`src/rtl/alu_pkg.sv`:
```
// Shared RV32 integer ALU definitions: funct3 encodings and the request payload.
package alu_pkg;

  localparam int unsigned XLEN = 32;

  localparam logic [2:0] FNC_ADD_SUB = 3'b000;
  localparam logic [2:0] FNC_SLL     = 3'b001;
  localparam logic [2:0] FNC_SLT     = 3'b010;
  localparam logic [2:0] FNC_SLTU    = 3'b011;
  localparam logic [2:0] FNC_XOR     = 3'b100;
  localparam logic [2:0] FNC_SRL_SRA = 3'b101;
  localparam logic [2:0] FNC_OR      = 3'b110;
  localparam logic [2:0] FNC_AND     = 3'b111;

  typedef struct packed {
    logic [2:0]      fnc3;
    logic            fnc1;
    logic [XLEN-1:0] rs1;
    logic [XLEN-1:0] rs2;
  } alu_req_t;

endpackage

```
`src/rtl/alu.sv`:
```
// Combinational RV32 integer ALU (register-register ops, funct3 + funct7[5]).
module alu
  import alu_pkg::*;
(
  input  logic [2:0]      fnc3,
  input  logic            fnc1,
  input  logic [XLEN-1:0] rs1,
  input  logic [XLEN-1:0] rs2,
  output logic [XLEN-1:0] rd
);

  logic [4:0]             shamt;
  logic signed [XLEN-1:0] rs1_s;
  logic signed [XLEN-1:0] rs2_s;
  logic [XLEN-1:0]        sra;

  assign shamt = rs2[4:0];
  assign rs1_s = rs1;
  assign rs2_s = rs2;
  // Kept on its own so the arithmetic shift is not demoted by unsigned context.
  assign sra   = rs1_s >>> shamt;

  always_comb begin
    rd = '0;
    case (fnc3)
      FNC_ADD_SUB: rd = fnc1 ? (rs1 - rs2) : (rs1 + rs2);
      FNC_SLL:     rd = rs1 << shamt;
      FNC_SLT:     rd = {{(XLEN-1){1'b0}}, (rs1_s < rs2_s)};
      FNC_SLTU:    rd = {{(XLEN-1){1'b0}}, (rs1 < rs2)};
      FNC_XOR:     rd = rs1 ^ rs2;
      FNC_SRL_SRA: rd = fnc1 ? sra : (rs1 >> shamt);
      FNC_OR:      rd = rs1 | rs2;
      FNC_AND:     rd = rs1 & rs2;
      default:     rd = '0;
    endcase
  end

endmodule

```
`src/rtl/rr_arbiter.sv`:
```
// Round-robin arbiter: first eligible index at or after ptr, wrapping modulo N.
module rr_arbiter #(
  parameter int unsigned N    = 2,
  parameter int unsigned ID_W = $clog2(N)
) (
  input  logic [N-1:0]    eligible,
  input  logic [ID_W-1:0] ptr,
  output logic [N-1:0]    grant,
  output logic            grant_any,
  output logic [ID_W-1:0] next_ptr
);

  localparam int unsigned SW = ID_W + 1;

  logic [SW-1:0]   sum;
  logic [ID_W-1:0] idx;

  always_comb begin
    grant     = '0;
    grant_any = 1'b0;
    next_ptr  = ptr;
    sum       = '0;
    idx       = '0;
    for (int unsigned k = 0; k < N; k++) begin
      sum = {1'b0, ptr} + SW'(k);
      if (sum >= SW'(N)) sum = sum - SW'(N);
      idx = ID_W'(sum);
      if (!grant_any && eligible[idx]) begin
        grant[idx] = 1'b1;
        grant_any  = 1'b1;
        next_ptr   = (idx == ID_W'(N - 1)) ? '0 : idx + 1'b1;
      end
    end
  end

endmodule

```
`src/rtl/alu_arbiter.sv`:
```
// Shares one ALU between N_REQ requesters; each result waits in a per-requester
// response register until consumed through rsp_valid/rsp_ready.
module alu_arbiter
  import alu_pkg::*;
#(
  parameter int unsigned N_REQ = 2,
  parameter int unsigned ID_W  = $clog2(N_REQ)
) (
  input  logic                        clk,
  input  logic                        rst,
  input  logic [N_REQ-1:0]            req_valid,
  output logic [N_REQ-1:0]            req_ready,
  input  logic [N_REQ-1:0][2:0]       req_fnc3,
  input  logic [N_REQ-1:0]            req_fnc1,
  input  logic [N_REQ-1:0][XLEN-1:0]  req_rs1,
  input  logic [N_REQ-1:0][XLEN-1:0]  req_rs2,
  output logic [N_REQ-1:0]            rsp_valid,
  input  logic [N_REQ-1:0]            rsp_ready,
  output logic [N_REQ-1:0][XLEN-1:0]  rsp_rd,
  output logic                        busy
);

  logic [N_REQ-1:0] eligible;
  logic [N_REQ-1:0] grant;
  logic [N_REQ-1:0] valid_next;
  logic             grant_any;
  logic [ID_W-1:0]  rr_ptr;
  logic [ID_W-1:0]  next_ptr;
  alu_req_t         sel;
  logic [XLEN-1:0]  alu_rd;

  // A slot can take a new result if empty or being drained this cycle.
  assign eligible  = rst ? '0 : (req_valid & (~rsp_valid | rsp_ready));
  assign req_ready = grant;

  rr_arbiter #(.N(N_REQ), .ID_W(ID_W)) u_rr (
    .eligible  (eligible),
    .ptr       (rr_ptr),
    .grant     (grant),
    .grant_any (grant_any),
    .next_ptr  (next_ptr)
  );

  always_comb begin
    sel = '0;
    for (int unsigned i = 0; i < N_REQ; i++) begin
      if (grant[i]) begin
        sel.fnc3 = req_fnc3[i];
        sel.fnc1 = req_fnc1[i];
        sel.rs1  = req_rs1[i];
        sel.rs2  = req_rs2[i];
      end
    end
  end

  alu u_alu (
    .fnc3 (sel.fnc3),
    .fnc1 (sel.fnc1),
    .rs1  (sel.rs1),
    .rs2  (sel.rs2),
    .rd   (alu_rd)
  );

  assign valid_next = grant | (rsp_valid & ~rsp_ready);

  always_ff @(posedge clk or posedge rst) begin
    if (rst) begin
      rsp_valid <= '0;
      rsp_rd    <= '0;
      rr_ptr    <= '0;
      busy      <= 1'b0;
    end else begin
      rsp_valid <= valid_next;
      busy      <= |valid_next;
      if (grant_any) rr_ptr <= next_ptr;
      for (int unsigned i = 0; i < N_REQ; i++) begin
        if (grant[i]) rsp_rd[i] <= alu_rd;
      end
    end
  end

endmodule

```
`config.mk`:
```
export PLATFORM = sky130hd
export DESIGN_NAME = alu_arbiter
export DESIGN_NICKNAME = d
export VERILOG_FILES = /design/src/rtl/alu_pkg.sv /design/src/rtl/alu.sv /design/src/rtl/rr_arbiter.sv /design/src/rtl/alu_arbiter.sv
export SDC_FILE = /design/constraint.sdc
export NUM_CORES = 1
export LEC_CHECK = 0
export ABC_AREA = 1
export CAP_MARGIN = 20
export CORE_UTILIZATION = 45
export DETAILED_ROUTE_END_ITERATION = 6
export PLACE_DENSITY_LB_ADDON = 0.05
export SLEW_MARGIN = 20
export SYNTH_ARGS = -nofsm -noshare
export SYNTH_HDL_FRONTEND = slang
export SYNTH_SLANG_ARGS = --single-unit
export TNS_END_PERCENT = 5
```
`constraint.sdc`:
```
create_clock -name clk -period 5.7 [get_ports clk]
set_input_delay 1.71 -clock clk [delete_from_list [all_inputs] [get_ports clk]]
set_output_delay 1.71 -clock clk [all_outputs]
set_load 0.005 [all_outputs]
```
==> After elaboration in Yosys (flattened, before gate mapping) <==
Cells that the tools add are included.
{ "word_totals": {"register_bits": 68, "in_bits": 142, "wordCells": 72} }
{ "classes": {"add_sub_neg": 7, "order_cmp": 8, "eq_ne": 7, "n_shift": 3, "muxes": 24, "n_bitwise": 10, "reduce_logical": 8} }
{ "op_table": {"columns": ["operator", "n"], "rows": [
  ["one-hot mux 32 bit (8 select lines)", 1],
  ["2-to-1 mux 68 bit", 2],
  ["less-than comparator 32 bit", 2],
  ["2-to-1 mux 32 bit", 2],
  ["adder 32 bit", 1],
  ["AND 32 bit", 1],
  ["bitwise OR 32 bit", 1],
  ["<< shifter 32 x 5 -> 32 bit", 1],
  ["right shift 32 x 5 -> 32 bit", 1],
  [">>> shifter 32 x 5 -> 32 bit", 1],
  ["subtractor 32 bit", 1],
  ["XOR 32 bit", 1],
  ["2-to-1 mux 1 bit", 14],
  ["== test 3 bit (second input constant)", 4],
  ["== test 3 x 2 -> 1 bit (second input constant)", 2],
  ["2-to-1 mux 2 bit", 3],
  ["bitwise OR 2 bit", 3],
  ["AND 2 bit", 2],
  ["less-than comparator 1 x 2 -> 1 bit (second input constant)", 2],
  ["inverter 2 bit", 2],
  ["== test 3 x 1 -> 1 bit (second input constant)", 1],
  ["logical AND 1 bit", 3],
  ["logical NOT 3 bit", 1],
  ["adder 1 bit (second input constant)", 2],
  ["other kinds (10)", 13]
]} }

==> Logic depth before layout (Yosys ltp) <==
Gate-level depths: netlist of the first run.
{ "logic_depth": {"depth_word": 15, "depth_mapped": 31, "mapped_depth_nobuf": 28} }

==> Modules after synthesis <==
A second synthesis of the first run with hierarchy kept.
{ "unflattened": {"hier_cells": 2542, "area_unflattened_um2": 13262.7} }
{ "modules_own_cells": {"columns": ["module", "n_inst", "cells_each", "area_each_um2", "seq_area_each_um2"], "rows": [
  ["alu", 1, 2017, 9705.6, 0.0],
  ["alu_arbiter", 1, 516, 3520.9, 1701.6],
  ["rr_arbiter", 1, 9, 36.3, 0.0]
]} }

==> Worst setup path before layout of the first run <==
OpenSTA, ideal clock, no wires.
{ "synth_path": {"path_type": "input to register", "startpoint": "input rst", "endpoint": "register rsp_rd[25] (netlist bit)", "arrival_ns": 5.680, "required_time_ns": 5.634, "slack_ns": -0.046, "cell_stages": 29, "path_buffers": 3, "path_cell_list": "inv_2 > nand2_1 > nor2_4 > nand2_4 > inv_4 > buf_2 > clkbuf_1 > nand2_1 > o21a_1 > inv_1 > ha_1 > clkbuf_1 > nor2_1 > nand3_1 > nor4_1 > nand3_1 > nand3_1 > nand2_1 > nand2_1 > nand2_1 > nand2_1 > nand2_1 > nand2_1 > nand2_1 > nand2_1 > nand2_1 > nand2_1 > nand2_1 > nand2_1"} }
{ "synth_via": {"elab_chain_len": 12, "elab_cells_between_ends": 32} }
{ "synth_rtl": {"columns": ["item", "line", "text"], "rows": [
  ["from (decl)", "alu_arbiter.sv:10", "input logic rst,"],
  ["2-to-1 mux 2 bit (*)", "alu_arbiter.sv:33", "assign eligible = rst ? '0 : (req_valid & (~rsp_valid | rsp_ready));"],
  ["2-to-1 mux 1 bit (not written as such) (2 in a row)", "rr_arbiter.sv:28", "if (!grant_any && eligible[idx]) begin"],
  ["2-to-1 mux 1 bit", "rr_arbiter.sv:28", null],
  ["logical NOT 1 bit", "rr_arbiter.sv:28", null],
  ["logical AND 1 bit", "rr_arbiter.sv:28", null],
  ["2-to-1 mux 2 bit (*)", "rr_arbiter.sv:28", null],
  ["2-to-1 mux 68 bit (2 in a row)", "alu_arbiter.sv:47", "if (grant[i]) begin"],
  ["adder 32 bit (tied with other cells)", "alu.sv:26", "FNC_ADD_SUB: rd = fnc1 ? (rs1 - rs2) : (rs1 + rs2);"],
  ["2-to-1 mux 32 bit, on equally long branches", "alu.sv:26, alu.sv:31", null],
  ["one-hot mux 32 bit (8 select lines)", "alu.sv:25", "case (fnc3)"],
  ["to (signal, indexed assignment)", "alu_arbiter.sv:77", "if (grant[i]) rsp_rd[i] <= alu_rd;"],
  ["to (decl)", "alu_arbiter.sv:19", "output logic [N_REQ-1:0][XLEN-1:0] rsp_rd,"]
]} }
Mark *: on every way between the ends. The rest lies on a longest branch, timed or not. The select of a mux whose other input is x is not followed.
A chain may end at the register's enable or synchronous reset.

==> Worst setup path in the final report of the first run <==
{ "layout_path": {"startpoint": "input rst", "endpoint": "output req_ready[1]"} }
{ "layout_via": {"elab_chain_len": 7, "elab_cells_between_ends": 11} }
{ "layout_rtl": {"columns": ["item", "line", "text"], "rows": [
  ["2-to-1 mux 2 bit (*)", "alu_arbiter.sv:33", null],
  ["2-to-1 mux 1 bit (not written as such) (2 in a row)", "rr_arbiter.sv:28", null],
  ["2-to-1 mux 1 bit", "rr_arbiter.sv:28", null],
  ["logical NOT 1 bit", "rr_arbiter.sv:28", null],
  ["logical AND 1 bit", "rr_arbiter.sv:28", null],
  ["2-to-1 mux 2 bit (*)", "rr_arbiter.sv:28", null],
  ["to (decl)", "alu_arbiter.sv:12", "output logic [N_REQ-1:0] req_ready,"]
]} }
Marked as above.

==> results of run 1 <==
area by class of cell:
class                      instances  area [um2]
clock buffer                       9         225
clock inverter                     7        82.6
fill                            2863       11400
inverter                         273        1030
multi-input combinational       1848        9540
sequential                        68        1700
tap                              378         473
timing repair buffer             387        3480
worst reg2reg max path: stages, from the launching register on:
cell and delay [ns]:
dfrtp_1 0.40, nand2_1 0.15, nand3_2 0.13, nand2_4 0.13, buf_12 0.15, buf_6 0.20
nor2_1 0.07, nor2_2 0.15, inv_1 0.08, ha_2 0.39, inv_1 0.10, nand2_1 0.15
inv_1 0.10, nand2_1 0.07, nand2_1 0.06, a21oi_1 0.20, nand3_2 0.17, nand4_1 0.11
nand3_1 0.15, nand2_1 0.09, nand3_1 0.17, nand2_1 0.11, nand2_1 0.05, nand2_1 0.06
nand2_1 0.06, nand2_2 0.18, nand2_1 0.13, nand2_1 0.09
flip-flops by register name (all words and copies together), names as in the netlist:
signal     flops
rr_ptr         1
rsp_rd        64
rsp_valid      2
busy           1
power by group through the flow:
stage,clock [W],sequential [W],combinational [W]
6_report,0.000601,0.000718,0.00244
5_1_grt,0.000623,0.000732,0.00264
3_3_place_gp,0,0.000721,0.00235
4_1_cts,0.000599,0.000717,0.00238
3_5_place_dp,0,0.000723,0.00236
2_1_floorplan,0,0.000718,0.00124
metal layers:
layer  vias up  part of all wire  GRT usage
li1       8082                 -          -
met1      7882              0.41      0.574
met2      1115              0.41      0.652
met3       189              0.11     0.0736
met4         0             0.071      0.261
met5         -                 0          0
worst min-delay path by stage:
stage / cells past startpoint / slack, ns / to
floorplan: 2 / 0.47 / rsp_rd[25]
global placement: 2 / 0.46 / rsp_rd[47]
detailed placement: 2 / 0.47 / rsp_rd[59]
CTS: 2 / 0.48 / rsp_rd[46]
global route: 2 / 0.50 / rsp_rd[40]
finish: 2 / 0.48 / rsp_rd[46]
metrics by stage:
step	utilization	hold WS [ns]
floorplan	-	0.472
global placement	0.580	0.463
detailed placement	0.580	0.465
CTS	0.591	0.481
global route	0.592	0.504
finish	0.592	0.479
layout by cell type, fill, tap and decap left out, types with 21 or more instances in the layout:
| master | n |
|---|---|
| dfrtp_1 | 68 |
| clkdlybuf4s50_1 | 210 |
| buf_4 | 172 |
| inv_1 | 254 |
| o21ai_0 | 84 |
| o21a_1 | 30 |
| nand4_1 | 23 |
| o21ai_1 | 21 |
| nand2_1 | 747 |
| a21oi_1 | 113 |
| nand3_1 | 388 |
| ha_1 | 94 |
| nor2_1 | 168 |
what timing repair did:
item / in CTS / in global routing
setup buffers: 0 / 0
setup endpoints to repair: 0 / 19
resized for setup: 0 / 10
cells by family after synthesis:
| family | Yosys count |
|---|---|
| AND/OR/NAND/NOR | 1397 |
| multiplexers | 1 |
| buffers and inverters | 388 |
| AO/OA/AOI/OAI | 338 |
| adder cells (fa/ha/maj) | 98 |
| XOR/XNOR | 14 |
| flip-flops | 68 |
==> flow_metrics.env, run 1 <==
export IMPL_wl_per_cell_um=21.2
export IMPL_switching_share=0.480
export IMPL_maxCapViolCount=0
export IMPL_reg2reg_from="rsp_valid[1]"
export IMPL_nets=2827
export IMPL_clk_path_buf_depth=2
export IMPL_netlist_instances=2304
export IMPL_fmax_mhz=180
export IMPL_yosysTopAreaCellShare=0.219
export IMPL_clk_latency_ns=0.34
export IMPL_io_pin_count=211
export IMPL_final_antenna_net_count=0
export IMPL_powerDensity_nw_per_um2=227
export IMPL_die_area_um2=29200
export IMPL_synth_compound_area_share=0.162
export IMPL_first_iter_violations=2247
export IMPL_fin_area_um2=16500
export IMPL_p_leak_nw=8.64
export IMPL_critPathKind="input port to output pin"
export IMPL_cts_buffers=9
export IMPL_grt_pass1_wl_mm=94.9
export IMPL_grtUsageTotal=0.432
export IMPL_outcome="finished with violations"
export IMPL_final_layout_size_suffix_gt1_frac=0.109
export IMPL_min_period_over_period=0.977
export IMPL_rrSetupSlack_ns=1.73
export IMPL_dp_slack_ns=-0.215
export IMPL_io_buffers=210
export IMPL_grt_pass1_vias=16200
export IMPL_crit_cells=8
export IMPL_drc=1
export IMPL_crit_slowest_cell="clkdlybuf4s50_1"
export IMPL_cp_endpoint="req_ready[1]"
export IMPL_p_switching_w=0.00180
export IMPL_reg2regPathDepth=27
export IMPL_synth_area_leaders="nand2_1 (22%), nand3_1 (15%), dfrtp_1 (13%)"
export IMPL_ys_types=59
export IMPL_vias=17300
export IMPL_yosysSeqAreaShare=0.133
export IMPL_synth_edff_count=0
export IMPL_power_frac_comb=0.649
export IMPL_worst_path_max_fanout=31
export IMPL_hold_path_class="flip-flop to flip-flop"
export IMPL_power_w=0.00376
export IMPL_cts_tree="built"
export IMPL_synth_area_leader_cell="nand2_1"
export IMPL_grt_overflow_total=0
export IMPL_ys_top_cells_by_count="nand2_1 (748), nand3_1 (389), inv_1 (254), nor2_1 (168), a21oi_1 (113)"
export IMPL_die_height_um=171
export IMPL_cp_start_kind="input port"
export IMPL_vias_per_cell=5.81
export IMPL_hold_violations=0
export IMPL_synth_avg_cell_area_um2=5.57
export IMPL_irDropWorstVdd_uv=197
export IMPL_totalWireLength_mm=62.9
export IMPL_antenna_found_initial=0
export IMPL_fin_cells=2970
export IMPL_initial_utilization=0.459
export IMPL_min_from="rsp_rd[46]"
export IMPL_setup_viol=0
export IMPL_ys_flop_type="dfrtp_1"
export IMPL_rows=61
export IMPL_cp_slowest_stage_delay_ns=0.59
export IMPL_synth_xor_area_share=0.00956
export IMPL_synthAdderAreaFrac=0.0967
export IMPL_seqPwrFrac=0.191
export IMPL_tightestPinTransition_ns=0.941
export IMPL_setup_worst_path_start="rst"
export IMPL_antenna_cells=0
export IMPL_area_growth_pct=28.9
export IMPL_cp_num_buf_inv=5
export IMPL_period_minus_slack_ns=5.57
export IMPL_skew_ns=0.0109
export IMPL_r2r_end="rsp_rd[63]"
export IMPL_grt_max_degree=73
export IMPL_die_w_um=171
export IMPL_critical_path_arrival_ns=3.86
export IMPL_place_hpwl_mm=50.9
export IMPL_synth_seq_cells=68
export IMPL_synth_top_family_by_area="simple AND/OR/NAND/NOR gates"
export IMPL_synthesis_nets=2544
export IMPL_slew_headroom=0.373
export IMPL_cts_root_buf="clkbuf_16"
export IMPL_synth_simple_area_share=0.471
export IMPL_ys_async_sr_fraction=1.00
export IMPL_cp_cell_sequence="clkdlybuf4s50_1, inv_4, nand2_1, nor2_4, nand2_4, inv_6, buf_4, clkdlybuf4s50_1"
export IMPL_synth_area_um2=12800
export IMPL_synthMuxAreaShare=0.000780
export IMPL_violations="design-rule violations"
export IMPL_setup_tns_ns=0
export IMPL_intPower_w=0.00195
export IMPL_required_ns=3.99
export IMPL_clock_power_share=0.160
export IMPL_core_area_um2=27900
export IMPL_place_inst=2954
export IMPL_gp_congestion=1.11
export IMPL_fin_ws_ns=0.133
export IMPL_dr_pass1_iters=7
export IMPL_cp_end_kind="output pin"
export IMPL_cts_clk_slew_worst_paths_ns=0.06
export IMPL_clock_sinks=68
export IMPL_cts_hold_buffers=0
export IMPL_yosysWarnings=0
export IMPL_critPathTopFamily="buffers and inverters"
export IMPL_crit_top_cell="clkdlybuf4s50_1"
export IMPL_maxSlewViolCount=0
export IMPL_rsz0062_at_grt="false"
export IMPL_placed_area_um2=16200
export IMPL_h_tree_depth=3
export IMPL_synth_most_common_cell="nand2_1"
Note: power is estimated with default switching activity, not from simulation.
==> inputs of run 2 (changes only) <==
- MAX_ROUTING_LAYER: unset -> met4
- SLEW_MARGIN: 20 -> unset
- TNS_END_PERCENT: 5 -> 1
==> flow_metrics.env, run 2 (synthesis results as in run 1) <==
export IMPL_maxCapViolCount=0
export IMPL_outcome="complete, no violations"
export IMPL_die_w_um=171
export IMPL_setup_worst_path_start="rst"
export IMPL_final_layout_size_suffix_gt1_frac=0.106
export IMPL_fin_cells=2962
export IMPL_critical_path_arrival_ns=5.78
export IMPL_cts_tree="built"
export IMPL_clk_latency_ns=0.34
export IMPL_initial_utilization=0.459
export IMPL_final_antenna_net_count=0
export IMPL_place_inst=2946
export IMPL_drc=0
export IMPL_grt_max_degree=74
export IMPL_cp_start_kind="input port"
export IMPL_reg2reg_from="rsp_valid[1]"
export IMPL_wl_per_cell_um=20.7
export IMPL_register_area_um2=1700
export IMPL_period_minus_slack_ns=5.49
export IMPL_grt_overflow_total=0
export IMPL_gp_congestion=1.13
export IMPL_maxSlewViolCount=0
export IMPL_cp_slowest_stage_delay_ns=0.49
export IMPL_worst_path_max_fanout=18
export IMPL_first_iter_violations=2459
export IMPL_rows=61
export IMPL_grtUsageTotal=0.429
export IMPL_antenna_cells=0
export IMPL_vias_per_cell=5.84
export IMPL_hold_path_class="flip-flop to flip-flop"
export IMPL_die_area_um2=29200
export IMPL_vias=17300
export IMPL_cp_cell_sequence="clkdlybuf4s50_1, nor2_1, nand3_2, nand2_4, inv_4, buf_12, buf_4, a21oi_2, inv_1, ha_1, nand2_1, nor4_1, nand4_1, nand3_1, nand2_1, nand2_1, nand2_1, o21ai_0, nand2_1, nand2_1, nand2_1, nand3_1, nand2_1, nand2_1"
export IMPL_fmax_mhz=182
export IMPL_tightestPinTransition_ns=0.856
export IMPL_grt_pass1_wl_mm=91.8
export IMPL_hold_violations=0
export IMPL_required_ns=5.99
export IMPL_core_area_um2=27900
export IMPL_cp_end_kind="flip-flop"
export IMPL_powerDensity_nw_per_um2=226
export IMPL_nets=2819
export IMPL_layout_common_cells="nand2_1 (748), nand3_1 (389), inv_1 (254), clkdlybuf4s50_1 (210), nor2_1 (168)"
export IMPL_crit_top_cell="nand2_1"
export IMPL_slew_headroom=0.429
export IMPL_h_tree_depth=3
export IMPL_area_growth_pct=28.7
export IMPL_regMostFlops="rsp_rd"
export IMPL_irDropWorstVdd_uv=191
export IMPL_multi_input_area_um2=9550
export IMPL_io_pin_count=211
export IMPL_io_buffers=210
export IMPL_setup_viol=0
export IMPL_post_cts_buffers=0
export IMPL_place_hpwl_mm=49.8
export IMPL_largest_reg_flops=64
export IMPL_clock_sinks=68
export IMPL_cts_buffers=9
export IMPL_crit_slowest_cell="clkdlybuf4s50_1"
export IMPL_die_height_um=171
export IMPL_layout_commonest_cell="nand2_1"
export IMPL_dr_pass1_iters=7
export IMPL_min_from="rsp_rd[8]"
export IMPL_grt_pass1_vias=16000
export IMPL_fillers=2842
export IMPL_min_period_over_period=0.964
export IMPL_skew_ns=0.00904
export IMPL_setup_tns_ns=0
export IMPL_cp_num_buf_inv=5
export IMPL_reg_largest_list="rsp_rd x64, rsp_valid x2"
export IMPL_clk_path_buf_depth=2
export IMPL_cts_clk_slew_worst_paths_ns=0.07
export IMPL_critPathKind="input port to flip-flop"
export IMPL_totalWireLength_mm=61.4
export IMPL_p_leak_nw=8.61
export IMPL_critPathTopFamily="simple AND/OR/NAND/NOR gates"
export IMPL_antenna_found_initial=0
export IMPL_cts_root_buf="clkbuf_16"
-- run 2: changes by cell type in the layout (fill, tap and decap cells not counted), sizes merged --
cell	change
buf	-8
-- run 2: what timing repair did --
action	in CTS	in global routing
endpoints found under the setup margin	0	22
hold buffers	0	0
gates resized for setup	0	10
-- run 2: metal layers --
| layer | part of all wire | GRT usage |
|---|---|---|
| met1 | 0.40 | 0.541 |
| met5 | 0 | - |
| met2 | 0.42 | 0.654 |
| met3 | 0.11 | 0.0659 |
| met4 | 0.070 | 0.243 |
-- run 2: layout make-up --
| class | instances | share of cell area |
|---|---|---|
| multi-input cells | 1848 | 0.578 |
| repair buffers | 379 | 0.209 |
| flip-flops and latches | 68 | 0.103 |
| inverters | 273 | 0.0624 |
| well taps | 378 | 0.0286 |
| clock buffers | 9 | 0.0136 |
| clock inverters | 7 | 0.00500 |
-- run 2: tightest hold or removal path, stage by stage, from the launching register on --
cell and delay, ns:
dfrtp_1 0.34, nand2_1 0.05, nand2_1 0.05
-- run 2: per-stage QoR --
stage                     power, W  worst slack, ns  cell area, um2  hold slack [ns]  utilization
after global placement     0.00302          -0.0137           16200            0.463        0.579
final                      0.00373            0.207           16500            0.477        0.591
after floorplan            0.00196            0.312           12800            0.472            -
after detailed placement   0.00305           -0.177           16200            0.464        0.579
after CTS                  0.00366            0.140           16500            0.481        0.590
after global routing       0.00396         -0.00390           16500            0.494        0.591
-- run 2: path summary, 6_finish.rpt --
kind                               to  slack, ns  cells past startpoint
max                        rsp_rd[21]       0.21                     24
min                         rsp_rd[8]       0.48                      2
max reg2reg                rsp_rd[21]       1.70                     24
min reg2reg                 rsp_rd[8]       0.48                      2
max in group asynchronous   rsp_rd[0]       3.05                      3
min in group asynchronous      rr_ptr       1.77                      3
-- run 2: where the power goes --
group          leakage [nW]  internal (W)  switching, W
logic                  7.59      0.000956       0.00145
clock network         0.145      0.000347      0.000264
registers             0.880      0.000625     0.0000894
total                  8.61       0.00193       0.00181
==> inputs of run 3 (changes only) <==
- CORE_ASPECT_RATIO: unset -> 0.8
==> flow_metrics.env, run 3 (synthesis results as in run 1) <==
export IMPL_die_w_um=191
export IMPL_fmax_mhz=177
export IMPL_final_layout_size_suffix_gt1_frac=0.103
export IMPL_reg_largest_list="rsp_rd x64, rsp_valid x2"
export IMPL_min_period_over_period=0.989
export IMPL_clk_latency_ns=0.35
export IMPL_wl_per_cell_um=21.0
export IMPL_worst_path_max_fanout=13
export IMPL_maxCapViolCount=0
export IMPL_area_growth_pct=28.2
export IMPL_antenna_cells=0
export IMPL_largest_reg_flops=64
export IMPL_antenna_found_initial=1
export IMPL_cp_cell_sequence="clkdlybuf4s50_1, inv_4, nand2_1, nor2_4, nand2_4, inv_4, buf_4, buf_4, clkdlybuf4s50_1"
export IMPL_first_iter_violations=2463
export IMPL_slew_headroom=0.460
export IMPL_rsz0062_at_grt="false"
export IMPL_die_height_um=153
export IMPL_critical_path_arrival_ns=3.93
export IMPL_cts_clk_slew_worst_paths_ns=0.06
export IMPL_grtUsageTotal=0.433
export IMPL_maxSlewViolCount=0
export IMPL_grt_pass1_wl_mm=93.8
export IMPL_outcome="complete, no violations"
export IMPL_post_cts_buffers=0
export IMPL_clk_path_buf_depth=2
export IMPL_final_antenna_net_count=0
export IMPL_setup_viol=0
export IMPL_grt_max_degree=74
export IMPL_regMostFlops="rsp_rd"
export IMPL_placed_area_um2=16100
export IMPL_cp_slowest_stage_delay_ns=0.52
export IMPL_grt_overflow_total=0
export IMPL_totalWireLength_mm=61.8
export IMPL_rows=54
export IMPL_cp_end_kind="output pin"
export IMPL_skew_ns=0.0112
export IMPL_powerDensity_nw_per_um2=228
export IMPL_irDropWorstVdd_uv=177
export IMPL_p_leak_nw=8.60
export IMPL_dr_pass1_iters=6
export IMPL_cts_resized=0
export IMPL_hold_path_class="flip-flop to flip-flop"
export IMPL_core_area_um2=27600
export IMPL_layout_common_cells="nand2_1 (748), nand3_1 (389), inv_1 (254), clkdlybuf4s50_1 (210), nor2_1 (168)"
export IMPL_cts_tree="built"
export IMPL_period_minus_slack_ns=5.64
export IMPL_cts_hold_buffers=0
export IMPL_cts_root_buf="clkbuf_16"
export IMPL_drc=0
export IMPL_clock_sinks=68
export IMPL_tightestPinTransition_ns=0.810
export IMPL_cp_start_kind="input port"
export IMPL_grt_pass1_vias=16100
export IMPL_cp_num_buf_inv=6
export IMPL_critPathKind="input port to output pin"
export IMPL_io_buffers=210
export IMPL_cts_buffers=9
export IMPL_setup_tns_ns=0
export IMPL_fin_cells=2946
export IMPL_fin_area_um2=16500
export IMPL_vias=17200
export IMPL_vias_per_cell=5.85
export IMPL_crit_slowest_cell="clkdlybuf4s50_1"
export IMPL_initial_utilization=0.464
export IMPL_layout_commonest_cell="nand2_1"
export IMPL_die_area_um2=29200
export IMPL_required_ns=3.99
export IMPL_place_hpwl_mm=50.0
export IMPL_hold_violations=0
export IMPL_place_inst=2930
export IMPL_critPathTopFamily="buffers and inverters"
export IMPL_h_tree_depth=3
export IMPL_gp_congestion=1.04
export IMPL_nets=2817
export IMPL_hold_slack_ns=0.476
export IMPL_io_pin_count=211
-- run 3: report_power, final --
| group | internal (W) | switching, W | leakage [nW] | total [W] |
|---|---|---|---|---|
| clock | 0.000384 | 0.000242 | 0.149 | 0.000626 |
| combinational | 0.000965 | 0.00145 | 7.57 | 0.00242 |
| sequential | 0.000625 | 0.0000916 | 0.880 | 0.000717 |
| total | 0.00197 | 0.00179 | 8.60 | 0.00376 |
-- run 3: worst register-to-register path: cells and delay by family (launching register included) --
kind            cells  cell delay [ns]
compound gates      4             0.87
fa+ha+maj           1             0.33
buf+inv             4             0.65
flops               1             0.40
simple gates       13             1.64
-- run 3: cell type report --
class	instances	area (um2)
fill	2798	11200
clock buffer	10	229
clock inverter	6	88.8
multi-input combinational	1848	9520
timing repair buffer	377	3430
sequential	68	1700
inverter	273	1030
tap	364	455
-- run 3: per-stage QoR --
step | worst slack [ns] | power, W | util
2_1_floorplan | 0.312 | 0.00196 | -
3_3_place_gp | 0.0178 | 0.00303 | 0.584
3_5_place_dp | -0.101 | 0.00306 | 0.584
4_1_cts | 0.0977 | 0.00370 | 0.595
5_1_grt | 0.00716 | 0.00399 | 0.596
6_report | 0.0646 | 0.00376 | 0.596
-- run 3: worst paths after layout --
check | from | endpoint | slack (ns) | depth (start not counted)
worst max-delay path | rst | req_ready[1] | 0.06 | 9
worst min-delay path | rsp_rd[45] | rsp_rd[45] | 0.48 | 2
worst max register to register | rsp_valid[0] | rsp_rd[24] | 1.71 | 22
worst min register to register | rsp_rd[45] | rsp_rd[45] | 0.48 | 2
max in group asynchronous | rst | rsp_rd[4] | 3.10 | 3
min in group asynchronous | rst | rr_ptr | 1.78 | 3
-- run 3: per-layer routing --
layer	global-route usage	up-vias	wire length, um
li1	-	8068	-
met1	0.586	7834	26000
met2	0.616	1158	25200
met3	0.0788	169	7070
met4	0.205	0	3530
met5	-	-	0
